**src/rtl/secmem_wb_master_if.sv**
```systemverilog
// Wishbone bus bundle between the secure-memory command master and its slave.
// The master modport drives the cycle controls; the slave modport answers with ack/data.
interface secmem_wb_master_if #(
  parameter int ADDR_WD = 8,
  parameter int DATA_WD = 32
);
  logic               wb_cyc_o;
  logic               wb_stb_o;
  logic               wb_we_o;
  logic [ADDR_WD-1:0] wb_adr_o;
  logic [DATA_WD-1:0] wb_dat_o;
  logic [3:0]         wb_sel_o;
  logic [DATA_WD-1:0] wb_dat_i;
  logic               wb_ack_i;

  modport master (
    output wb_cyc_o, wb_stb_o, wb_we_o, wb_adr_o, wb_dat_o, wb_sel_o,
    input  wb_dat_i, wb_ack_i
  );

  modport slave (
    input  wb_cyc_o, wb_stb_o, wb_we_o, wb_adr_o, wb_dat_o, wb_sel_o,
    output wb_dat_i, wb_ack_i
  );
endinterface

```
**src/rtl/secmem_wb_master.sv**
```systemverilog
// Command-driven Wishbone master for a secure-memory block: key/data writes,
// data reads with status polling, per-cycle ack timeout and a bounded poll count.
module secmem_wb_master #(
  parameter int ADDR_WD  = 8,
  parameter int DATA_WD  = 32,
  parameter int ACK_TO   = 16,
  parameter int POLL_MAX = 64
) (
  input  logic               wb_clk_i,
  input  logic               rst,
  input  logic               cmd_valid_i,
  output logic               cmd_ready_o,
  input  logic [1:0]         cmd_op_i,
  input  logic [ADDR_WD-1:0] cmd_addr_i,
  input  logic [DATA_WD-1:0] cmd_data_i,
  output logic               rsp_valid_o,
  output logic [DATA_WD-1:0] rsp_data_o,
  output logic [1:0]         rsp_err_o,
  secmem_wb_master_if.master wb
);

  localparam int ACK_W  = $clog2(ACK_TO + 1);
  localparam int POLL_W = $clog2(POLL_MAX + 1);

  localparam logic [ACK_W-1:0]  ACK_LAST  = ACK_W'(ACK_TO - 1);
  localparam logic [POLL_W-1:0] POLL_LAST = POLL_W'(POLL_MAX - 1);
  localparam logic [POLL_W-1:0] POLL_SAT  = POLL_W'(POLL_MAX);

  localparam logic [1:0] ERR_OK      = 2'b00;
  localparam logic [1:0] ERR_ACK_TO  = 2'b01;
  localparam logic [1:0] ERR_POLL    = 2'b10;
  localparam logic [1:0] ERR_ILLEGAL = 2'b11;

  localparam logic [ADDR_WD-1:0] ADR_KEY    = ADDR_WD'(0);
  localparam logic [ADDR_WD-1:0] ADR_RDATA  = ADDR_WD'(1);
  localparam logic [ADDR_WD-1:0] ADR_STATUS = ADDR_WD'(2);

  typedef enum logic [2:0] {
    IDLE,
    KEY_WR,
    DAT_WR,
    DAT_RD,
    POLL,
    FETCH,
    RESP
  } state_t;

  state_t state_reg, state_next;

  logic               cyc_reg, cyc_next;
  logic               stb_reg, stb_next;
  logic               we_reg, we_next;
  logic [ADDR_WD-1:0] adr_reg, adr_next;
  logic [DATA_WD-1:0] dat_reg, dat_next;
  logic [3:0]         sel_reg, sel_next;

  logic [ACK_W-1:0]   ack_cnt_reg, ack_cnt_next;
  logic [POLL_W-1:0]  poll_cnt_reg, poll_cnt_next;
  logic [1:0]         err_reg, err_next;
  logic [DATA_WD-1:0] rdata_reg, rdata_next;

  logic [ADDR_WD-1:0] cmd_addr_reg, cmd_addr_next;
  logic [DATA_WD-1:0] cmd_data_reg, cmd_data_next;
  logic               cmd_rd_reg, cmd_rd_next;

  // Per-state target of the Wishbone cycle this state issues.
  logic [ADDR_WD-1:0] tgt_adr;
  logic               tgt_we;
  logic [DATA_WD-1:0] tgt_dat;
  logic               bus_state;
  logic               bus_done;
  logic               bus_timeout;
  logic               bus_drop;
  logic               status_busy;

  assign cmd_ready_o = (state_reg == IDLE);
  assign rsp_valid_o = (state_reg == RESP);
  assign rsp_data_o  = rdata_reg;
  assign rsp_err_o   = err_reg;

  assign wb.wb_cyc_o = cyc_reg;
  assign wb.wb_stb_o = stb_reg;
  assign wb.wb_we_o  = we_reg;
  assign wb.wb_adr_o = adr_reg;
  assign wb.wb_dat_o = dat_reg;
  assign wb.wb_sel_o = sel_reg;

  // Writes watch wr_busy (bit 0), reads watch rd_busy (bit 1).
  assign status_busy = cmd_rd_reg ? wb.wb_dat_i[1] : wb.wb_dat_i[0];

  assign bus_state = (state_reg inside {KEY_WR, DAT_WR, DAT_RD, POLL, FETCH});

  always_ff @(posedge wb_clk_i) begin
    if (rst) begin
      state_reg    <= IDLE;
      cyc_reg      <= 1'b0;
      stb_reg      <= 1'b0;
      we_reg       <= 1'b0;
      adr_reg      <= '0;
      dat_reg      <= '0;
      sel_reg      <= 4'h0;
      ack_cnt_reg  <= '0;
      poll_cnt_reg <= '0;
      err_reg      <= ERR_OK;
      rdata_reg    <= '0;
      cmd_addr_reg <= '0;
      cmd_data_reg <= '0;
      cmd_rd_reg   <= 1'b0;
    end else begin
      state_reg    <= state_next;
      cyc_reg      <= cyc_next;
      stb_reg      <= stb_next;
      we_reg       <= we_next;
      adr_reg      <= adr_next;
      dat_reg      <= dat_next;
      sel_reg      <= sel_next;
      ack_cnt_reg  <= ack_cnt_next;
      poll_cnt_reg <= poll_cnt_next;
      err_reg      <= err_next;
      rdata_reg    <= rdata_next;
      cmd_addr_reg <= cmd_addr_next;
      cmd_data_reg <= cmd_data_next;
      cmd_rd_reg   <= cmd_rd_next;
    end
  end

  always_comb begin
    tgt_adr = ADR_KEY;
    tgt_we  = 1'b0;
    tgt_dat = '0;
    unique case (state_reg)
      KEY_WR: begin
        tgt_we  = 1'b1;
        tgt_dat = cmd_data_reg;
      end
      DAT_WR: begin
        tgt_adr = cmd_addr_reg;
        tgt_we  = 1'b1;
        tgt_dat = cmd_data_reg;
      end
      DAT_RD:  tgt_adr = cmd_addr_reg;
      POLL:    tgt_adr = ADR_STATUS;
      FETCH:   tgt_adr = ADR_RDATA;
      default: tgt_adr = ADR_KEY;
    endcase
  end

  always_comb begin
    state_next    = state_reg;
    cyc_next      = cyc_reg;
    stb_next      = stb_reg;
    we_next       = we_reg;
    adr_next      = adr_reg;
    dat_next      = dat_reg;
    sel_next      = sel_reg;
    ack_cnt_next  = ack_cnt_reg;
    poll_cnt_next = poll_cnt_reg;
    err_next      = err_reg;
    rdata_next    = rdata_reg;
    cmd_addr_next = cmd_addr_reg;
    cmd_data_next = cmd_data_reg;
    cmd_rd_next   = cmd_rd_reg;
    bus_done      = 1'b0;
    bus_timeout   = 1'b0;
    bus_drop      = 1'b0;

    // A bus state enters with cyc low, which provides the idle cycle between
    // Wishbone cycles; the cycle is launched from that idle cycle.
    if (bus_state) begin
      if (!cyc_reg) begin
        cyc_next     = 1'b1;
        stb_next     = 1'b1;
        we_next      = tgt_we;
        adr_next     = tgt_adr;
        dat_next     = tgt_dat;
        sel_next     = 4'hF;
        ack_cnt_next = '0;
      end else if (wb.wb_ack_i) begin
        bus_done = 1'b1;
        bus_drop = 1'b1;
      end else if (ack_cnt_reg == ACK_LAST) begin
        bus_timeout = 1'b1;
        bus_drop    = 1'b1;
      end else begin
        ack_cnt_next = ack_cnt_reg + ACK_W'(1);
      end
    end

    if (bus_drop) begin
      cyc_next = 1'b0;
      stb_next = 1'b0;
      we_next  = 1'b0;
      adr_next = '0;
      dat_next = '0;
      sel_next = 4'h0;
    end

    unique case (state_reg)
      IDLE: begin
        if (cmd_valid_i) begin
          cmd_addr_next = cmd_addr_i;
          cmd_data_next = cmd_data_i;
          cmd_rd_next   = (cmd_op_i == 2'b10);
          poll_cnt_next = '0;
          ack_cnt_next  = '0;
          rdata_next    = '0;
          err_next      = ERR_OK;
          unique case (cmd_op_i)
            2'b00:   state_next = KEY_WR;
            2'b01:   state_next = DAT_WR;
            2'b10:   state_next = DAT_RD;
            default: begin
              state_next = RESP;
              err_next   = ERR_ILLEGAL;
            end
          endcase
        end
      end
      KEY_WR: begin
        if (bus_done) state_next = RESP;
      end
      DAT_WR, DAT_RD: begin
        if (bus_done) state_next = POLL;
      end
      POLL: begin
        if (bus_done) begin
          if (!status_busy) begin
            state_next = cmd_rd_reg ? FETCH : RESP;
          end else if (poll_cnt_reg >= POLL_LAST) begin
            poll_cnt_next = POLL_SAT;
            state_next    = RESP;
            err_next      = ERR_POLL;
          end else begin
            poll_cnt_next = poll_cnt_reg + POLL_W'(1);
          end
        end
      end
      FETCH: begin
        if (bus_done) begin
          rdata_next = wb.wb_dat_i;
          state_next = RESP;
        end
      end
      RESP:    state_next = IDLE;
      default: state_next = IDLE;
    endcase

    if (bus_timeout) begin
      state_next = RESP;
      err_next   = ERR_ACK_TO;
    end
  end

endmodule

```
**src/flat_wrapper.sv**
```systemverilog
// flat-port wrapper written by rule: the top's interface ports become plain ports
module secmem_wb_master_flat 
#(
  parameter int ADDR_WD  = 8,
  parameter int DATA_WD  = 32,
  parameter int ACK_TO   = 16,
  parameter int POLL_MAX = 64
)
  (wb_clk_i, rst, cmd_valid_i, cmd_ready_o, cmd_op_i, cmd_addr_i, cmd_data_i, rsp_valid_o, rsp_data_o, rsp_err_o, wb_wb_cyc_o, wb_wb_stb_o, wb_wb_we_o, wb_wb_adr_o, wb_wb_dat_o, wb_wb_sel_o, wb_wb_dat_i, wb_wb_ack_i);
  secmem_wb_master_if #(.ADDR_WD(ADDR_WD), .DATA_WD(DATA_WD)) wb_i ();
  input  logic wb_clk_i;
  input  logic rst;
  input  logic cmd_valid_i;
  output logic cmd_ready_o;
  input  logic [1:0] cmd_op_i;
  input  logic [ADDR_WD-1:0] cmd_addr_i;
  input  logic [DATA_WD-1:0] cmd_data_i;
  output logic rsp_valid_o;
  output logic [DATA_WD-1:0] rsp_data_o;
  output logic [1:0] rsp_err_o;
  output wire logic [$bits(wb_i.wb_cyc_o)-1:0] wb_wb_cyc_o;
  output wire logic [$bits(wb_i.wb_stb_o)-1:0] wb_wb_stb_o;
  output wire logic [$bits(wb_i.wb_we_o)-1:0] wb_wb_we_o;
  output wire logic [$bits(wb_i.wb_adr_o)-1:0] wb_wb_adr_o;
  output wire logic [$bits(wb_i.wb_dat_o)-1:0] wb_wb_dat_o;
  output wire logic [$bits(wb_i.wb_sel_o)-1:0] wb_wb_sel_o;
  input wire logic [$bits(wb_i.wb_dat_i)-1:0] wb_wb_dat_i;
  input wire logic [$bits(wb_i.wb_ack_i)-1:0] wb_wb_ack_i;
  assign wb_wb_cyc_o = wb_i.wb_cyc_o;
  assign wb_wb_stb_o = wb_i.wb_stb_o;
  assign wb_wb_we_o = wb_i.wb_we_o;
  assign wb_wb_adr_o = wb_i.wb_adr_o;
  assign wb_wb_dat_o = wb_i.wb_dat_o;
  assign wb_wb_sel_o = wb_i.wb_sel_o;
  assign wb_i.wb_dat_i = wb_wb_dat_i;
  assign wb_i.wb_ack_i = wb_wb_ack_i;
  secmem_wb_master #(.ADDR_WD(ADDR_WD), .DATA_WD(DATA_WD), .ACK_TO(ACK_TO), .POLL_MAX(POLL_MAX)) u_core (.wb_clk_i(wb_clk_i), .rst(rst), .cmd_valid_i(cmd_valid_i), .cmd_ready_o(cmd_ready_o), .cmd_op_i(cmd_op_i), .cmd_addr_i(cmd_addr_i), .cmd_data_i(cmd_data_i), .rsp_valid_o(rsp_valid_o), .rsp_data_o(rsp_data_o), .rsp_err_o(rsp_err_o), .wb(wb_i));
endmodule
```
**config.mk**
```make
export PLATFORM = sky130hd
export DESIGN_NAME = secmem_wb_master_flat
export DESIGN_NICKNAME = d
export VERILOG_FILES = /design/src/rtl/secmem_wb_master_if.sv /design/src/rtl/secmem_wb_master.sv /design/src/flat_wrapper.sv
export SDC_FILE = /design/constraint.sdc
export NUM_CORES = 1
export LEC_CHECK = 0
export ABC_AREA = 1
export CAP_MARGIN = 20
export CORE_AREA = 2 2 93 118
export DETAILED_ROUTE_END_ITERATION = 8
export DIE_AREA = 0 0 95 120
export GPL_TIMING_DRIVEN = 0
export PLACE_DENSITY = 0.83
export SLEW_MARGIN = 20
export SYNTH_ARGS = -nofsm -noshare
export SYNTH_HDL_FRONTEND = slang
export SYNTH_SLANG_ARGS = --single-unit
```
**constraint.sdc**
```tcl
create_clock -name wb_clk_i -period 3.1 [get_ports wb_clk_i]
set_clock_uncertainty 0.05 [all_clocks]
set_input_delay 0.62 -clock wb_clk_i [delete_from_list [all_inputs] [get_ports wb_clk_i]]
set_output_delay 0.62 -clock wb_clk_i [all_outputs]
set_load 0.02 [all_outputs]
```
After elaboration in Yosys (flattened, before gate mapping)
Cells that the tools add are included.
{"block": "totals", "ff_bits": 134, "latchBits": 0, "mem_bits_rw": 0, "mem_bits_ro": 0, "inputBits": 78, "out_inout_bits": 83, "elab_cells": 109, "mem_count": 0}
{"block": "op_classes", "addsub": 2, "multipliers": 0, "div": 0, "n_lt_le_gt_ge": 1, "eq_ne": 24, "shift": 0, "n_mux": 45, "bitwise": 1, "reduce_logical": 20}
{"operator": "two-way mux 32 bit", "count": 3}
{"operator": "case mux 32 bit (2 select lines)", "count": 1}
{"operator": "two-way mux 5 bit", "count": 6}
{"operator": "two-way mux 7 bit", "count": 4}
{"operator": "case mux 8 bit (3 select lines)", "count": 1}
{"operator": "two-way mux 3 bit", "count": 7}
{"operator": "AND reduction 5 bit", "count": 4}
{"operator": "case mux 7 bit (2 select lines)", "count": 1}
{"operator": "two-way mux 1 bit", "count": 13}
{"operator": "two-way mux 2 bit", "count": 6}
{"operator": "inequality test 3 x 1 -> 1 bit, second input constant", "count": 4}
{"operator": "case mux 3 bit (4 select lines)", "count": 1}
{"operator": "inequality test 2 x 1 -> 1 bit, second input constant", "count": 5}
{"operator": "OR reduction 2 bit", "count": 5}
{"operator": "== test 3 bit, second input constant", "count": 3}
{"operator": "case mux 3 bit (3 select lines)", "count": 1}
{"operator": "adder 7 x 1 -> 7 bit, second input constant", "count": 1}
{"operator": ">= comparator 7 x 6 -> 1 bit, second input constant", "count": 1}
{"operator": "== test 3 x 2 -> 1 bit, second input constant", "count": 2}
{"operator": "inequality test 3 x 2 -> 1 bit, second input constant", "count": 2}
{"operator": "adder 5 x 1 -> 5 bit, second input constant", "count": 1}
{"operator": "== test 5 x 4 -> 1 bit, second input constant", "count": 1}
{"operator": "nonzero test 5 bit", "count": 1}
{"operator": "inequality test 2 bit, second input constant", "count": 2}
{"operator": "15 further kinds", "count": 17}

Logic depth before layout (Yosys ltp)
Gate-level depths: netlist of run 1.
{"block": "logic_depth", "word_depth": 7, "ltp_mapped": 11, "mapped_depth_nobuf": 11}

Worst setup path after synthesis of run 1
OpenSTA, ideal clock, no wires.
{"block": "synth_timing", "path_type": "input to register", "startpoint": "input port wb_wb_dat_i[1]", "endpoint": "register u_core.poll_cnt_reg[2]", "setup_ns": 0.119, "arrival_time_ns": 1.468, "required_time_ns": 2.931, "path_slack_ns": 1.463, "path_stages": 7, "path_buffers": 0, "path_cell_list": "nor2_1 nor2_1 nand2_1 a21oi_1 nand2_1 nand2_1 nor2_1"}
{"block": "synth_via", "elab_chain_cells": 3}
{"element": "start, declared", "line": "flat_wrapper.sv:27", "source": "input wire logic [$bits(wb_i.wb_dat_i)-1:0] wb_wb_dat_i;"}
{"element": "two-way mux 1 bit", "line": "secmem_wb_master.sv:89", "source": "assign status_busy = cmd_rd_reg ? wb.wb_dat_i[1] : wb.wb_dat_i[0];"}
{"element": "inequality test 2 x 1 -> 1 bit (no line)"}
{"element": "AND reduction 4 bit (no line)"}
{"element": "end signal, assigned", "line": "secmem_wb_master.sv:118", "source": "poll_cnt_reg <= poll_cnt_next;"}
{"element": "end, declared", "line": "secmem_wb_master.sv:58", "source": "logic [POLL_W-1:0] poll_cnt_reg, poll_cnt_next;"}
No other way between the ends.
A chain may end at the register's enable or synchronous reset.

Final worst setup path of run 1
{"block": "layout_timing", "startpoint": "register u_core.state_reg[0]", "endpoint": "output port cmd_ready_o"}
{"block": "layout_via", "elab_chain_cells": 1}
{"element": "start, declared", "line": "secmem_wb_master.sv:48", "source": "state_t state_reg, state_next;"}
{"element": "start signal, assigned", "line": "secmem_wb_master.sv:110", "source": "state_reg <= state_next;"}
{"element": "logical NOT 3 bit", "line": "secmem_wb_master.sv:76", "source": "assign cmd_ready_o = (state_reg == IDLE);"}
{"element": "end, declared", "line": "flat_wrapper.sv:14", "source": "output logic cmd_ready_o;"}
No other way between the ends.

==> results of run 1 <==
[placed cells by master (no fill, tap or decap), drive strengths merged, types with 5 or more instances in the layout]
cell type and n:
a21oi 83, a22oi 32, buf 20, clkbuf 38, clkdlybuf4s50 159, clkinv 5
dfxtp 133, inv 30, nand2 174, nand3 15, nor2 66, o21ai 27
[per-stage QoR]
stage	utilization	std cells	total power, mW	instance area, um2
after detailed placement	0.647	913	3.87	6700
after CTS	0.707	945	6.00	7320
final	0.707	945	5.99	7320
after global placement	0.647	913	3.81	6700
after global routing	0.707	945	6.30	7320
after floorplan	-	622	3.22	4940
[routing by layer]
layer  GRT usage  vias up  wire (um)
met5           0        -          0
met4       0.114        0        383
met3      0.0810       34       1020
met2       0.458      179       7480
met1       0.289     2357       5650
li1            -     2407          -
[worst max-delay path by stage]
stage	start	to	slack, ps	depth (start not counted)
global route	u_core.state_reg[0]$_SDFFE_PP0P_	cmd_ready_o	450	4
CTS	u_core.state_reg[0]$_SDFFE_PP0P_	cmd_ready_o	560	4
detailed placement	wb_wb_dat_i[1]	u_core.poll_cnt_reg[2]$_SDFFE_PP0P_	680	8
finish	u_core.state_reg[0]$_SDFFE_PP0P_	cmd_ready_o	550	4
global placement	wb_wb_dat_i[1]	u_core.poll_cnt_reg[5]$_SDFFE_PP0P_	700	8
floorplan	wb_wb_dat_i[1]	u_core.poll_cnt_reg[2]$_SDFFE_PP0P_	1460	7
[critical path, stage by stage, from the launching register on]
cell and delay [ps]:
dfxtp_1 360, nor2_1 230, nand2_1 170, inv_2 110, clkdlybuf4s50_1 600
[final cells by class]
class | count | area share
repair buffers | 159 | 0.217
well taps | 132 | 0.0226
plain buffers | 38 | 0.0249
clock inverters | 12 | 0.0244
flip-flops and latches | 133 | 0.364
clock buffers | 20 | 0.0610
inverters | 30 | 0.0154
multi-input cells | 421 | 0.271
[Yosys cell counts (all sizes together)]
master	count	area (um2)
nor3	1	5.00
o211ai	1	7.51
ha	2	25.0
o22ai	1	6.26
a211oi	4	35.0
xor2	1	8.76
a31oi	2	12.5
nand3b	3	22.5
inv	30	113
clkbuf	18	67.6
xnor2	3	26.3
buf	20	115
a21oi	83	415
a22oi	32	240
nand2	174	661
nand3	15	80.1
nand4	4	25.0
dfxtp	133	2660
a21o	1	7.51
or2	1	6.26
o21ai	27	135
nor2	66	263
[power groups by stage]
| stage | Clock, mW | Sequential [mW] | Combinational [mW] |
|---|---|---|---|
| floorplan | 0 | 2.20 | 1.01 |
| global placement | 0 | 2.12 | 1.69 |
| detailed placement | 0 | 2.13 | 1.74 |
| CTS | 2.13 | 2.10 | 1.77 |
| global route | 2.21 | 2.13 | 1.96 |
| finish | 2.11 | 2.11 | 1.78 |
[cells by family after synthesis]
kind of cell | share of synthesized area
compound gates | 0.174
xor+xnor | 0.00709
fa+ha+maj | 0.00507
buf+inv | 0.0598
flops | 0.539
simple gates | 0.215
==> impl_metrics.ini, run 1 <==
[outcome]
outcome = completed

[detailed_routing]
drt-wirelength-per-cell_um = 15.4
ant_nets = 0
wirelength_um = 14500
vias = 4977
drc = 0
firstDrtPassIters = 5
first_iter_violations = 244
viasPerCell = 5.27

[timing]
slew_viol_final = 0
setup_viol = 0
setup_tns_ps = 0
finalWorstSetupSlack_ps = 550
relSlewSlack = 0.602
min_period_over_period = 0.823
timing.final.hold_violations = 0
rsz0062_at_grt = no
min_period_ps = 2550
fmax_mhz = 392
whs_ps = 397
worstMarginPinSlew_ps = 597

[clock_tree]
cts_buffers = 17
clock_path_buffers = 2
clkTransAtPathRegs_ps = 60
cts_tree = done
cts_resized = 0
cts.sinks = 133
hold_buffers = 0
cts_root_buf = clkbuf_16
cts_max_level = 4
clkLatencyLatePin_ps = 410
post_cts.repair.setup_buffers = 0

[final_layout]
drive_above_1_share = 0.0775
register_area_mm2 = 0.00266
multi_input_area_mm2 = 0.00198
area_growth_syn_to_layout_pct = 48.2
fillers = 758
num_antenna_cells = 0
finalNetCount = 880

[hold_path]
min_path_type = reg2reg
min_to = u_core.cmd_addr_reg[0]$_SDFFE_PP0P_
hold_depth = 2
hold_start = u_core.cmd_addr_reg[0]$_SDFFE_PP0P_

[power_and_ir_drop]
power.leakage_nw = 2.73
p_sw_frac = 0.338
combPwrFrac = 0.297
clkPwrFrac = 0.352
switchingPower_mw = 2.02
pwr_density_cell_mw_per_mm2 = 818
p_int_mw = 3.97
p_seq_frac = 0.352
peakVddDrop_v = 0.000473

[flow_run]
max_cap_viol_count = 0

[grt]
grt_usage = 0.263
grt_max_degree = 17
grt_pass1_wl_um = 23300
antenna_found_initial = 0
gr-total-overflow = 0
grt_pass1_vias = 4993

[floorplan]
initial_core_util = 0.477
core_region_area_mm2 = 0.0104
die_h_um = 120
rows = 42
dieWidth_um = 95
die_area_mm2 = 0.0114
ios = 161

[placed_design]
dp.final_hpwl_um = 10200
io_buffer_count = 159
gp_congestion = 0.825
pre_cts_ws_ps = 683

[worst_setup_path]
cp.required_ps = 2430
reg2reg_slack_ps = 1060
arrival_ps = 1880
critPathKind = reg2out
r2r_start = u_core.state_reg[2]$_SDFFE_PP0P_
ff2ff_path_depth = 9
cp_max_fo = 5
worst_r2r_endpoint = u_core.rsp_data_o[14]$_SDFFE_PP0P_
end_kind = output port
start_kind = flip-flop

[synth]
synth_cell_types = 29
syn-cell-area_mm2 = 0.00494
syn_nets = 702
yosysWarnings = 0
ys_ff_latch = 133
yosysSeqAreaShare = 0.539
avgSynthCellArea_um2 = 7.94
syn_inst = 622
Note: power is estimated with default switching activity, not from simulation.
==> run 2, diff against run 1 <==
- CORE_AREA: 2 2 93 118 -> 2 2 102 128
- DIE_AREA: 0 0 95 120 -> 0 0 104 130
- PLACE_DENSITY: 0.83 -> 0.74
- clock period: 3.1 -> 2.1 ns (I/O delays scaled with it)
==> impl_metrics.ini, run 2 (synthesis results as in run 1) <==
[placed_design]
dp.final_hpwl_um = 10500
dpl.cell_count = 949
dpl_cell_area_mm2 = 0.00674
pre_cts_ws_ps = -286
gp_congestion = 0.939
io_buffer_count = 159

[worst_setup_path]
worst_r2r_endpoint = u_core.wb.wb_dat_o[31]$_SDFFE_PP0P_
r2r_start = u_core.state_reg[0]$_SDFFE_PP0P_
critical-path-max-stage-delay_ps = 370
reg2reg_slack_ps = 150
ff2ff_path_depth = 5
crit_chain = nor2_4 > nand2_1 > inv_2 > dlygate4sd2_1
end_kind = output port
cp_top_family = buffers and inverters
worstPathBufferInverterCount = 2
cp_max_fo = 5
arrival_ps = 1530
start_kind = flip-flop
cp.required_ps = 1630
critPathKind = reg2out
worst_path_max_delay_cell = dfxtp_1

[clock_tree]
hold_buffers = 0
cts_buffers = 17
clock_path_buffers = 2
clkLatencyLatePin_ps = 420
cts_resized = 3
cts_tree = done
cts.sinks = 133
cts_root_buf = clkbuf_16
cts_max_level = 4
clkTransAtPathRegs_ps = 60
post_cts.repair.setup_buffers = 0

[final_layout]
finalNetCount = 879
area_growth_syn_to_layout_pct = 48.1
final_cell_mix = 170 x nand2_1, 156 x clkdlybuf4s50_1, 130 x dfxtp_1
finalNonFillerCells = 979
drive_above_1_share = 0.0863
final_common_cell = nand2_1
fin_area_mm2 = 0.00732
num_antenna_cells = 0

[detailed_routing]
ant_nets = 0
vias = 4950
drc = 0
wirelength_um = 14400
first_iter_violations = 221
firstDrtPassIters = 6
drt-wirelength-per-cell_um = 14.7
viasPerCell = 5.06

[timing]
relSlewSlack = 0.589
rsz0062_at_grt = no
timing.final.hold_violations = 0
slew_viol_final = 0
worstMarginPinSlew_ps = 617
setup_viol = 0
fmax_mhz = 501
min_period_over_period = 0.950
finalWorstSetupSlack_ps = 105
min_period_ps = 2000

[grt]
antenna_found_initial = 0
gr-total-overflow = 0
grt_usage = 0.212
grt_pass1_wl_um = 22900
grt_pass1_vias = 4849
grt_max_degree = 17

[power_and_ir_drop]
switchingPower_mw = 3.00
pwr_density_cell_mw_per_mm2 = 1160
power.leakage_nw = 2.73
p_seq_frac = 0.367
clkPwrFrac = 0.323
combPwrFrac = 0.310
p_sw_frac = 0.353
p_int_mw = 5.50
peakVddDrop_v = 0.000635

[hold_path]
hold_depth = 2
hold_start = u_core.ack_cnt_reg[4]$_SDFF_PP0_
min_to = u_core.ack_cnt_reg[4]$_SDFF_PP0_
min_path_type = reg2reg

[floorplan]
die_h_um = 130
ios = 161
core_region_area_mm2 = 0.0124
dieWidth_um = 104
die_area_mm2 = 0.0135
initial_core_util = 0.397
rows = 46

[outcome]
outcome = completed

[flow_run]
max_cap_viol_count = 0
run 2: cell count changes in the layout (fill, tap and decap cells not counted), moves of 2 or more:
cell             before  now
dlygate4sd2_1         0    2
bufinv_16             4    1
dfxtp_1             133  130
clkbuf_1             20   17
clkdlybuf4s50_1     159  156
clkinv_2              2    4
clkinv_4              3    5
dfxtp_2               0    3
run 2: power groups by stage:
stage	Combinational, mW	Sequential, mW	Clock [mW]
floorplan	1.50	3.25	0
global placement	2.53	3.13	0
detailed placement	2.59	3.15	0
CTS	2.61	3.10	2.77
global route	2.89	3.16	2.90
finish	2.63	3.12	2.75
run 2: worst max path at each step:
stage / cells after the start / to / from
detailed placement: 8 / u_core.poll_cnt_reg[4]$_SDFFE_PP0P_ / wb_wb_dat_i[1]
global placement: 8 / u_core.poll_cnt_reg[3]$_SDFFE_PP0P_ / wb_wb_dat_i[1]
global route: 4 / cmd_ready_o / u_core.state_reg[0]$_SDFFE_PP0P_
finish: 4 / cmd_ready_o / u_core.state_reg[0]$_SDFFE_PP0P_
CTS: 2 / wb_wb_sel_o[1] / u_core.wb.wb_stb_o$_SDFFE_PP0P_
floorplan: 7 / u_core.poll_cnt_reg[2]$_SDFFE_PP0P_ / u_core.wb.wb_cyc_o$_SDFFE_PP0N_
run 2: area by class of cell:
type	count	area (um2)
fillers	1144	5120
flip-flops and latches	133	2670
multi-input cells	421	2000
repair buffers	159	1590
clock buffers	19	443
well taps	168	210
plain buffers	37	180
inverters	30	113
clock inverters	12	109
run 2: tightest hold or removal path: cells and delay by family (launching register included):
kind                   cells  cell delay [ps]
buffers and inverters      1               60
AOI/OAI and AO/OA          1               40
DFF                        1              290
run 2: metal layers:
layer | vias to the layer above | share of wire | GRT usage
met3 | 35 | 0.082 | 0.0729
met2 | 232 | 0.50 | 0.380
li1 | 2398 | - | -
met1 | 2285 | 0.38 | 0.226
met5 | - | 0 | 0
met4 | 0 | 0.032 | 0.101
run 2: per-stage QoR:
stage                     TNS, ps  power, mW   util  hold slack (ps)
final                           0       8.50  0.588              391
after global routing            0       8.95  0.588              411
after CTS                       0       8.49  0.587              393
after detailed placement    -2800       5.74  0.542              385
after global placement      -1780       5.66  0.542              386
after floorplan                 0       4.75      -              373
==> run 3, diff against run 2 <==
- TNS_END_PERCENT: default -> 50
==> impl_metrics.ini, run 3 (synthesis results as in run 1) <==
[worst_setup_path]
cp_top_family = buffers and inverters
cp_max_fo = 5
worst_r2r_endpoint = u_core.wb.wb_dat_o[15]$_SDFFE_PP0P_
ff2ff_path_depth = 5
critPathKind = reg2out
r2r_start = u_core.state_reg[0]$_SDFFE_PP0P_
start_kind = flip-flop
worstPathBufferInverterCount = 2
arrival_ps = 1520
critical-path-max-stage-delay_ps = 360
reg2reg_slack_ps = 130
cp.required_ps = 1630
worst_path_max_delay_cell = dfxtp_1
end_kind = output port
crit_chain = nor2_4 > nand2_1 > inv_2 > dlygate4sd2_1

[timing]
fmax_mhz = 502
min_period_over_period = 0.949
slew_viol_final = 0
rsz0062_at_grt = yes
worstMarginPinSlew_ps = 617
finalWorstSetupSlack_ps = 106
whs_ps = 392
timing.final.hold_violations = 0
setup_viol = 0
relSlewSlack = 0.589
setup_tns_ps = 0
min_period_ps = 1990

[placed_design]
dp.final_hpwl_um = 10500
pre_cts_ws_ps = -286
io_buffer_count = 159
gp_congestion = 0.939

[outcome]
outcome = completed

[grt]
grt_pass1_wl_um = 22900
grt_pass1_vias = 4849
grt_usage = 0.212
antenna_found_initial = 0
grt_max_degree = 17
gr-total-overflow = 0

[flow_run]
max_cap_viol_count = 0

[clock_tree]
cts_root_buf = clkbuf_16
clock_path_buffers = 2
cts.sinks = 133
clkTransAtPathRegs_ps = 60
cts_tree = done
cts_buffers = 17
cts_max_level = 4
clkLatencyLatePin_ps = 410

[hold_path]
min_to = u_core.ack_cnt_reg[4]$_SDFF_PP0_
hold_start = u_core.ack_cnt_reg[4]$_SDFF_PP0_
min_path_type = reg2reg
hold_depth = 2

[detailed_routing]
drt-wirelength-per-cell_um = 14.6
first_iter_violations = 222
firstDrtPassIters = 6
vias = 4921
wirelength_um = 14300
drc = 0
ant_nets = 0
viasPerCell = 5.03

[power_and_ir_drop]
power.leakage_nw = 2.73
pwr_density_cell_mw_per_mm2 = 1160
peakVddDrop_v = 0.000631

[floorplan]
core_region_area_mm2 = 0.0124
dieWidth_um = 104
die_h_um = 130
rows = 46
die_area_mm2 = 0.0135
ios = 161
initial_core_util = 0.397

[final_layout]
num_antenna_cells = 0
drive_above_1_share = 0.0838
finalNetCount = 879
area_growth_syn_to_layout_pct = 48.0
final_common_cell = nand2_1
fillers = 1146
final_cell_mix = 170 x nand2_1, 156 x clkdlybuf4s50_1, 131 x dfxtp_1
run 3: layout make-up:
type	count	area, um2	area share
inverters	30	113	0.0154
clock buffers	19	443	0.0606
repair buffers	159	1590	0.218
well taps	168	210	0.0287
plain buffers	37	179	0.0245
multi-input cells	421	2000	0.274
flip-flops and latches	133	2670	0.364
clock inverters	12	109	0.0149
run 3: worst min-delay path, cell delays in order, from the launching register on:
cell      delay, ps
dfxtp_1         290
inv_1            60
a211oi_1         40
run 3: layer usage:
layer,vias up,track usage,share of wire
met1,2306,0.226,0.39
met2,184,0.380,0.51
met3,28,0.0729,0.069
li1,2403,-,-
met5,-,0,0
met4,0,0.101,0.029
run 3: timing repair:
action / in CTS / in global routing
resized for setup: 3 / 7
buffers inserted: 0 / 0
pin swaps: 0 / 0
setup endpoints to repair: 2 / 36
hold buffers: 0 / 0
run 3: where the power goes:
part / total, mW / leakage (nW) / internal [mW] / switching [mW]
clock: 2.74 / 0.269 / 1.65 / 1.09
combinational: 2.63 / 1.38 / 0.957 / 1.67
sequential: 3.12 / 1.08 / 2.89 / 0.231
run 3: worst max-delay path by stage:
| stage | startpoint | endpoint | slack (ps) | depth (start not counted) |
|---|---|---|---|---|
| floorplan | u_core.wb.wb_cyc_o$_SDFFE_PP0N_ | u_core.poll_cnt_reg[2]$_SDFFE_PP0P_ | 550 | 7 |
| global placement | wb_wb_dat_i[1] | u_core.poll_cnt_reg[3]$_SDFFE_PP0P_ | -200 | 8 |
| detailed placement | wb_wb_dat_i[1] | u_core.poll_cnt_reg[4]$_SDFFE_PP0P_ | -290 | 8 |
| CTS | u_core.wb.wb_stb_o$_SDFFE_PP0P_ | wb_wb_sel_o[1] | 10 | 2 |
| global route | u_core.state_reg[0]$_SDFFE_PP0P_ | u_core.wb.wb_dat_o[15]$_SDFFE_PP0P_ | -5 | 5 |
| finish | u_core.state_reg[0]$_SDFFE_PP0P_ | cmd_ready_o | 110 | 4 |
run 3: stage by stage:
stage / instances / util / power [mW] / cell area, um2
finish: 979 / 0.588 / 8.49 / 7310
detailed placement: 949 / 0.542 / 5.74 / 6740
CTS: 980 / 0.587 / 8.49 / 7290
floorplan: 622 / - / 4.75 / 4940
global placement: 949 / 0.542 / 5.66 / 6740
global route: 979 / 0.588 / 8.95 / 7310
